## config.mk

```make
export PLATFORM = sky130hd
export DESIGN_NAME = shiftreg_prog
export DESIGN_NICKNAME = d
export VERILOG_FILES = /design/src/rtl/shiftreg_prog.sv
export SDC_FILE = /design/constraint.sdc
export NUM_CORES = 2
export LEC_CHECK = 0
export ABC_CLOCK_PERIOD_IN_PS = 112000
export CAP_MARGIN = 25
export CORE_MARGIN = 3
export CORE_UTILIZATION = 65
export CTS_CLUSTER_DIAMETER = 60
export DETAILED_ROUTE_END_ITERATION = 16
export PLACE_DENSITY = 0.83
export SYNTH_ARGS = -nofsm -noshare
export SYNTH_HDL_FRONTEND = slang
export SYNTH_SLANG_ARGS = --single-unit
```

## constraint.sdc

```tcl
create_clock -name clk -period 112 [get_ports clk]
set_input_delay 16.8 -clock clk [delete_from_list [all_inputs] [get_ports clk]]
set_output_delay 16.8 -clock clk [all_outputs]
set_load 0.05 [all_outputs]
```

## src/rtl/shiftreg_prog.sv

```systemverilog
// Programmable delay line (1..MAX_SHIFT enabled cycles) with per-stage valid tracking.
// Outputs tap register outputs only; ce=0 freezes every stage, flush/cfg_we drop all in-flight tokens.
module shiftreg_prog #(
    parameter int DATA          = 32,
    parameter int MAX_SHIFT     = 32,
    parameter int DEFAULT_SHIFT = 1,
    localparam int DW           = $clog2(MAX_SHIFT + 1)
) (
    input  logic            clk,
    input  logic            reset,
    input  logic            ce,
    input  logic [DATA-1:0] data_in,
    input  logic            valid_in,
    input  logic            flush,
    input  logic            cfg_we,
    input  logic [DW-1:0]   delay_sel,
    output logic [DATA-1:0] data_out,
    output logic            valid_out,
    output logic [DW-1:0]   delay_q,
    output logic [DW-1:0]   in_flight,
    output logic            empty
);

    localparam int AW = (MAX_SHIFT > 1) ? $clog2(MAX_SHIFT) : 1;
    localparam logic [DW-1:0] LP_MAX = DW'(MAX_SHIFT);
    localparam logic [DW-1:0] LP_DEF = DW'(DEFAULT_SHIFT);

    logic [DATA-1:0]      r_stage [MAX_SHIFT];
    logic [MAX_SHIFT-1:0] r_vstage;
    logic [DW-1:0]        r_dly;
    logic [DW-1:0]        r_cnt;

    logic [AW-1:0]        w_tap;
    logic [DW-1:0]        w_sel_clamp;
    logic                 w_clear;
    logic                 w_vout;

    assign w_tap   = AW'(r_dly - DW'(1));
    assign w_clear = flush | cfg_we;
    assign w_vout  = r_vstage[w_tap];

    always_comb begin
        w_sel_clamp = delay_sel;
        if (delay_sel == '0) begin
            w_sel_clamp = DW'(1);
        end else if (delay_sel > LP_MAX) begin
            w_sel_clamp = LP_MAX;
        end
    end

    // Count only tracks stages below the tap; clears wipe every valid bit so a later
    // delay change never exposes stale tokens beyond the old tap.
    always_ff @(posedge clk or posedge reset) begin
        if (reset) begin
            for (int k = 0; k < MAX_SHIFT; k++) begin
                r_stage[k] <= '0;
            end
            r_vstage <= '0;
            r_dly    <= LP_DEF;
            r_cnt    <= '0;
        end else if (w_clear) begin
            r_vstage <= '0;
            r_cnt    <= '0;
            if (cfg_we) begin
                r_dly <= w_sel_clamp;
            end
        end else if (ce) begin
            r_stage[0]  <= data_in;
            r_vstage[0] <= valid_in;
            for (int k = 1; k < MAX_SHIFT; k++) begin
                r_stage[k]  <= r_stage[k-1];
                r_vstage[k] <= r_vstage[k-1];
            end
            r_cnt <= r_cnt + DW'(valid_in) - DW'(w_vout);
        end
    end

    assign data_out  = r_stage[w_tap];
    assign valid_out = w_vout;
    assign delay_q   = r_dly;
    assign in_flight = r_cnt;
    assign empty     = (r_cnt == '0);

endmodule

```

# Yosys cells after proc, flatten, opt, wreduce, memory -nomap -nowiden
# Cells that the tools add are included.
[totals]
inputBits = 44
reg_bits = 1068
output_inout_bits = 46
wordCells = 60
[op_classes]
mux = 11
bitwise_logic = 3
reduce_logical = 5
magnitude_cmp = 3
n_addsub = 3
[ops]
columns = ["op", "n"]
rows = [
  ["32-bit binary-select mux with 5-bit select", 1],
  ["32-bit 2-to-1 mux", 4],
  ["6-bit 2-to-1 mux", 4],
  ["6-bit zero test", 2],
  ["6-bit by 1-bit adder with 6-bit output", 1],
  ["6-bit greater-or-equal comparator, second input constant", 1],
  ["6-bit greater-than comparator, second input constant", 1],
  ["5-bit by 6-bit < comparator with 1-bit output, second input constant", 1],
  ["5-bit NOT with 6-bit output", 1],
  ["6-bit by 1-bit subtractor with 6-bit output", 1],
  ["1-bit binary-select mux with 5-bit select", 1],
  ["5-bit by 1-bit subtractor with 5-bit output, second input constant", 1],
  ["2-bit AND reduction", 2],
  ["2-bit nonzero test", 1],
  ["1-bit 2-to-1 mux", 1],
  ["1-bit NOT", 1],
  ["1-bit bitwise OR", 1],
]

# Logic depth before layout (Yosys ltp)
[depth]
ltp_word = 6
depth_mapped = 21
depth_no_buf = 15

# Least setup slack after synthesis
# Ideal clock, no wire load.
[synth_path]
path_kind = "register -> output"
startpoint = "reg r_dly[0] (netlist: delay_q[0])"
endpoint = "out valid_out"
n_path_buf = 7
t_required_ns = 95.200
stages_incl_launch_ff = 13
setup_slack_ns = 91.254
arrival_ns = 3.946
cell_sequence = "dfstp_2 -> buf_6 -> buf_8 -> buf_6 -> buf_6 -> inv_1 -> ha_1 -> buf_4 -> buf_2 -> buf_2 -> mux4_2 -> nand2_1 -> a311oi_1"
[synth_between]
elab_chain_cells = 3
[synth_rtl]
columns = ["item", "line", "text"]
rows = [
  ["start, declared", "30", "logic [DW-1:0] r_dly;"],
  ["start signal, assigned", "65", "r_dly <= w_sel_clamp;"],
  ["5-bit by 1-bit subtractor with 5-bit output", "38", "assign w_tap = AW'(r_dly - DW'(1));"],
  ["1-bit binary-select mux with 5-bit select", "40", "assign w_vout = r_vstage[w_tap];"],
  ["1-bit 2-to-1 mux (implied by the code)", "40", ""],
  ["end, declared", "18", "output logic valid_out,"],
]
# Every way passes these cells. The select of a mux whose other input is x is not followed.

# Final worst setup path
# Same ends and word-level chain as after synthesis.

==> impl_results.md <==
* Status: finished clean
* Post-synth EDFFs at 0
* Port bufs at 89
* DIE WIDTH at 279 um
* Slowest CP cell: dfstp_4
* Pleak at 24.7 nW
* Layout fillers at 4,364
* Pint at 0.000740 W
* Crit-path cells: inv_1 -> ha_4 -> buf_12 -> buf_4 -> mux4_2 -> nand2_1 -> a32o_1 -> a311oi_1 -> clkdlybuf4s50_1
* Synth-to-Final Area Change at 10.7%
* Initial antenna violation count at 5
* Crit path buf inv count at 4
* Tot GR Track Use at 0.244
* Pin count of the biggest net entering global routing at 202
* # clock sinks at 1,068
* Final wirelength at 93,000 um
* RSZ-0062 raised after global routing: no
* Fraction of registers with async set/reset at 1.00
* CP top delay family: buffers and inverters
* Logic pwr share at 0.173
* Die Height at 279 um
* Clk Latency, worst-skew pair at 0.66 ns
* Max-Slew Margin vs Limit at 0.211
* Post-DP HPWL at 52,800 um
* Largest fanout on the critical path at 125
* CP Capture Type: output port
* Post-CTS Resized at 0
* Core area at 0.0733 mm^2
* Synthesized instance count at 2,983
* 1st-pass router iterations at 4
* Hold depth at 1
* Post-DRT Antenna Nets at 0
* Setup tns final at 0 ns
* P_sw at 0.000274 W
* Maximum VDD drop at 10.9 uV
* Post-synth top flop: dfrtp_1
* Hold wc startpoint: r_stage[18]$_DFFE_PP0P_
* Seq cells post-synth at 1,068
* Worst-margin pin slew at 1.18 ns
* Post-Syn Area at 0.0484 mm^2
* TritonCTS clock tree: done
* Reg-to-reg endpoint: in_flight[5]$_DFFE_PP0P_
* Power per cell area at 18.9 mW/mm^2
* Synth warnings at 0
* H-tree depth at 3
* CP Class: reg -> out
* Via/cell ratio at 6.40
* Seq/Total Area, Yosys at 0.552
* Slowest stage delay, CP at 1.14 ns
* Post-layout util at 0.730
* # IOs at 90
* Remaining global-route overflow at 0
* Clk_skew at 0.0262 ns
* Pins Over Slew Limit at 0
* Multi-input logic area at 0.0204 mm^2
* WP data required at 95.20 ns
* Peak Freq at 42.8 MHz
* Yosys cell types at 49
* Root buffer cell: clkbuf_16
* Hold_buf cts at 0
* Die area at 0.0778 mm^2
* CTS Buffer Depth at 3
* Syn_nets at 3,037
* Vias in the first global route at 28,100
* First-pass GRT wire length at 153,000 um
* Tightest Hold Check Type: reg -> reg
* Mean Syn Cell Area at 16.2 um^2
* Hold Path Sink: r_stage[18]$_DFFE_PP0P_
* Post-CTS setup buffers at 0
* Initial Util at 0.660
* Final hold violations at 0
* Switching share of power at 0.270
* Clock power share at 0.364
* Period utilisation layout at 0.209
* Rows at 99
* DRC at 0
* Sequential Power Share at 0.463
* Worst r2r src: delay_q[0]$_DFFE_PP1P_
* Clock-pin slew on the worst setup and hold paths at 0.06 ns
* Via count at 25,900
* Min Tclk post-route at 23.36 ns
* Critical path startpoint category: flop
* Sequential standard cell area at 0.0267 mm^2
* FF-to-FF path depth at 16
* R2r setup slk at 105.24 ns
* Final setup vio count at 0
* Share of cells above drive strength 1 at 0.497
* Initial drt markers at 1,936
* MaxCap Viol Count at 0
* WL/cell at 23.0 um
* CP arrival at 6.56 ns
* Nets at 3,060
* CTS Buf Count at 106
* RD Place Congestion at 0.748
[worst max-delay path by stage]
stage,start,to,slack (ns),depth (start not counted)
3_5_place_dp,delay_q[0]$_DFFE_PP1P_,valid_out,89.25,9
6_report,delay_q[0]$_DFFE_PP1P_,valid_out,88.64,9
3_3_place_gp,delay_q[0]$_DFFE_PP1P_,data_out[19],89.27,9
5_1_grt,delay_q[0]$_DFFE_PP1P_,valid_out,88.28,9
2_1_floorplan,reset,delay_q[1]$_DFFE_PP0P_,65.14,1
4_1_cts,delay_q[0]$_DFFE_PP1P_,valid_out,88.54,9
[cell usage in the layout (no fill, tap or decap), drive strengths merged, types with 33 or more instances in the layout]
cell type and count:
mux2i 33, buf 47, clkbuf 150, mux2 1025, nand2 136, a22o 37, a32o 34, a311oi 33
clkdlybuf4s50 89, mux4 264, dfrtp 1067, a211oi 33, and2 33
[power groups by stage]
| stage | Clock [W] | Sequential [W] | Combinational, W |
|---|---|---|---|
| final | 0.000369 | 0.000469 | 0.000175 |
| after global routing | 0.000392 | 0.000476 | 0.000187 |
| after CTS | 0.000376 | 0.000469 | 0.000177 |
| after detailed placement | 0 | 0.000475 | 0.000176 |
| after global placement | 0 | 0.000470 | 0.000170 |
| after floorplan | 0 | 0.000463 | 0.000138 |
[per-stage QoR]
| stage | hold WS (ns) | std cells | worst slack (ns) | cell area (um^2) | total power, W |
|---|---|---|---|---|---|
| 5_1_grt | 0.514 | 4050 | 88.28 | 53600 | 0.00106 |
| 6_report | 0.501 | 4052 | 88.64 | 53600 | 0.00101 |
| 3_3_place_gp | 0.479 | 3848 | 89.27 | 49600 | 0.000640 |
| 4_1_cts | 0.502 | 4041 | 88.54 | 53300 | 0.00102 |
| 3_5_place_dp | 0.488 | 3848 | 89.25 | 49600 | 0.000651 |
| 2_1_floorplan | 0.461 | 2983 | 65.14 | 48400 | 0.000601 |
[kinds of logic (layout without fill, tap and decap cells)]
family                   Yosys count  count (layout)  synth area share
other                              0               2                 0
adder cells (fa/ha/maj)           10              10           0.00274
AO/OA/AOI/OAI                    155             155            0.0295
flip-flops                      1068            1068             0.552
multiplexers                    1322            1322             0.369
buffers and inverters            235             343            0.0280
AND/OR/NAND/NOR                  187             187            0.0173
XOR/XNOR                           6               6           0.00163
[registers in the layout, indices dropped and copies added, names as in the netlist]
name / flops
r_stage: 1024
in_flight: 6
r_vstage: 32
delay_q: 6
[area by class of cell]
| cell class | count | area share |
|---|---|---|
| clock buffer | 150 | 0.0587 |
| clock inverter | 43 | 0.0104 |
| inverter | 14 | 0.00112 |
| sequential | 1068 | 0.499 |
| tap | 959 | 0.0224 |
| multi-input combinational | 1680 | 0.380 |
| timing repair buffer | 136 | 0.0278 |
| antenna | 2 | 0.0000934 |
[cells in the mapped netlist, types with 2 or more instances]
cell	n	area [um^2]
nand2_1	136	510
mux2i_1	33	330
inv_1	14	52.6
xor2_1	2	17.5
mux2_2	1025	11500
nor2b_1	3	18.8
nor2_1	3	11.3
and2_1	33	206
ha_1	9	113
buf_1	2	7.51
nand3_1	2	10.0
dfrtp_1	1067	26700
mux4_1	6	158
buf_8	3	45.0
a21o_1	3	22.5
o22ai_1	2	12.5
buf_4	19	143
a32o_1	34	340
o21ai_0	6	30.0
a311oi_1	19	166
mux4_2	258	5810
nor3b_1	2	15.0
a311oi_2	14	210
a22o_1	37	324
buf_2	146	731
xnor2_1	2	17.5
a211oi_1	33	248
buf_6	24	270
clkbuf_1	26	97.6
[metal layers]
layer / track usage / vias to the layer above / share of wire
met5: 0 / - / 0
met4: 0.0742 / 0 / 0.024
met3: 0.0365 / 135 / 0.038
met2: 0.394 / 441 / 0.49
met1: 0.352 / 14100 / 0.45
li1: - / 11300 / -
No activity file was read; power rests on OpenSTA's default activity.
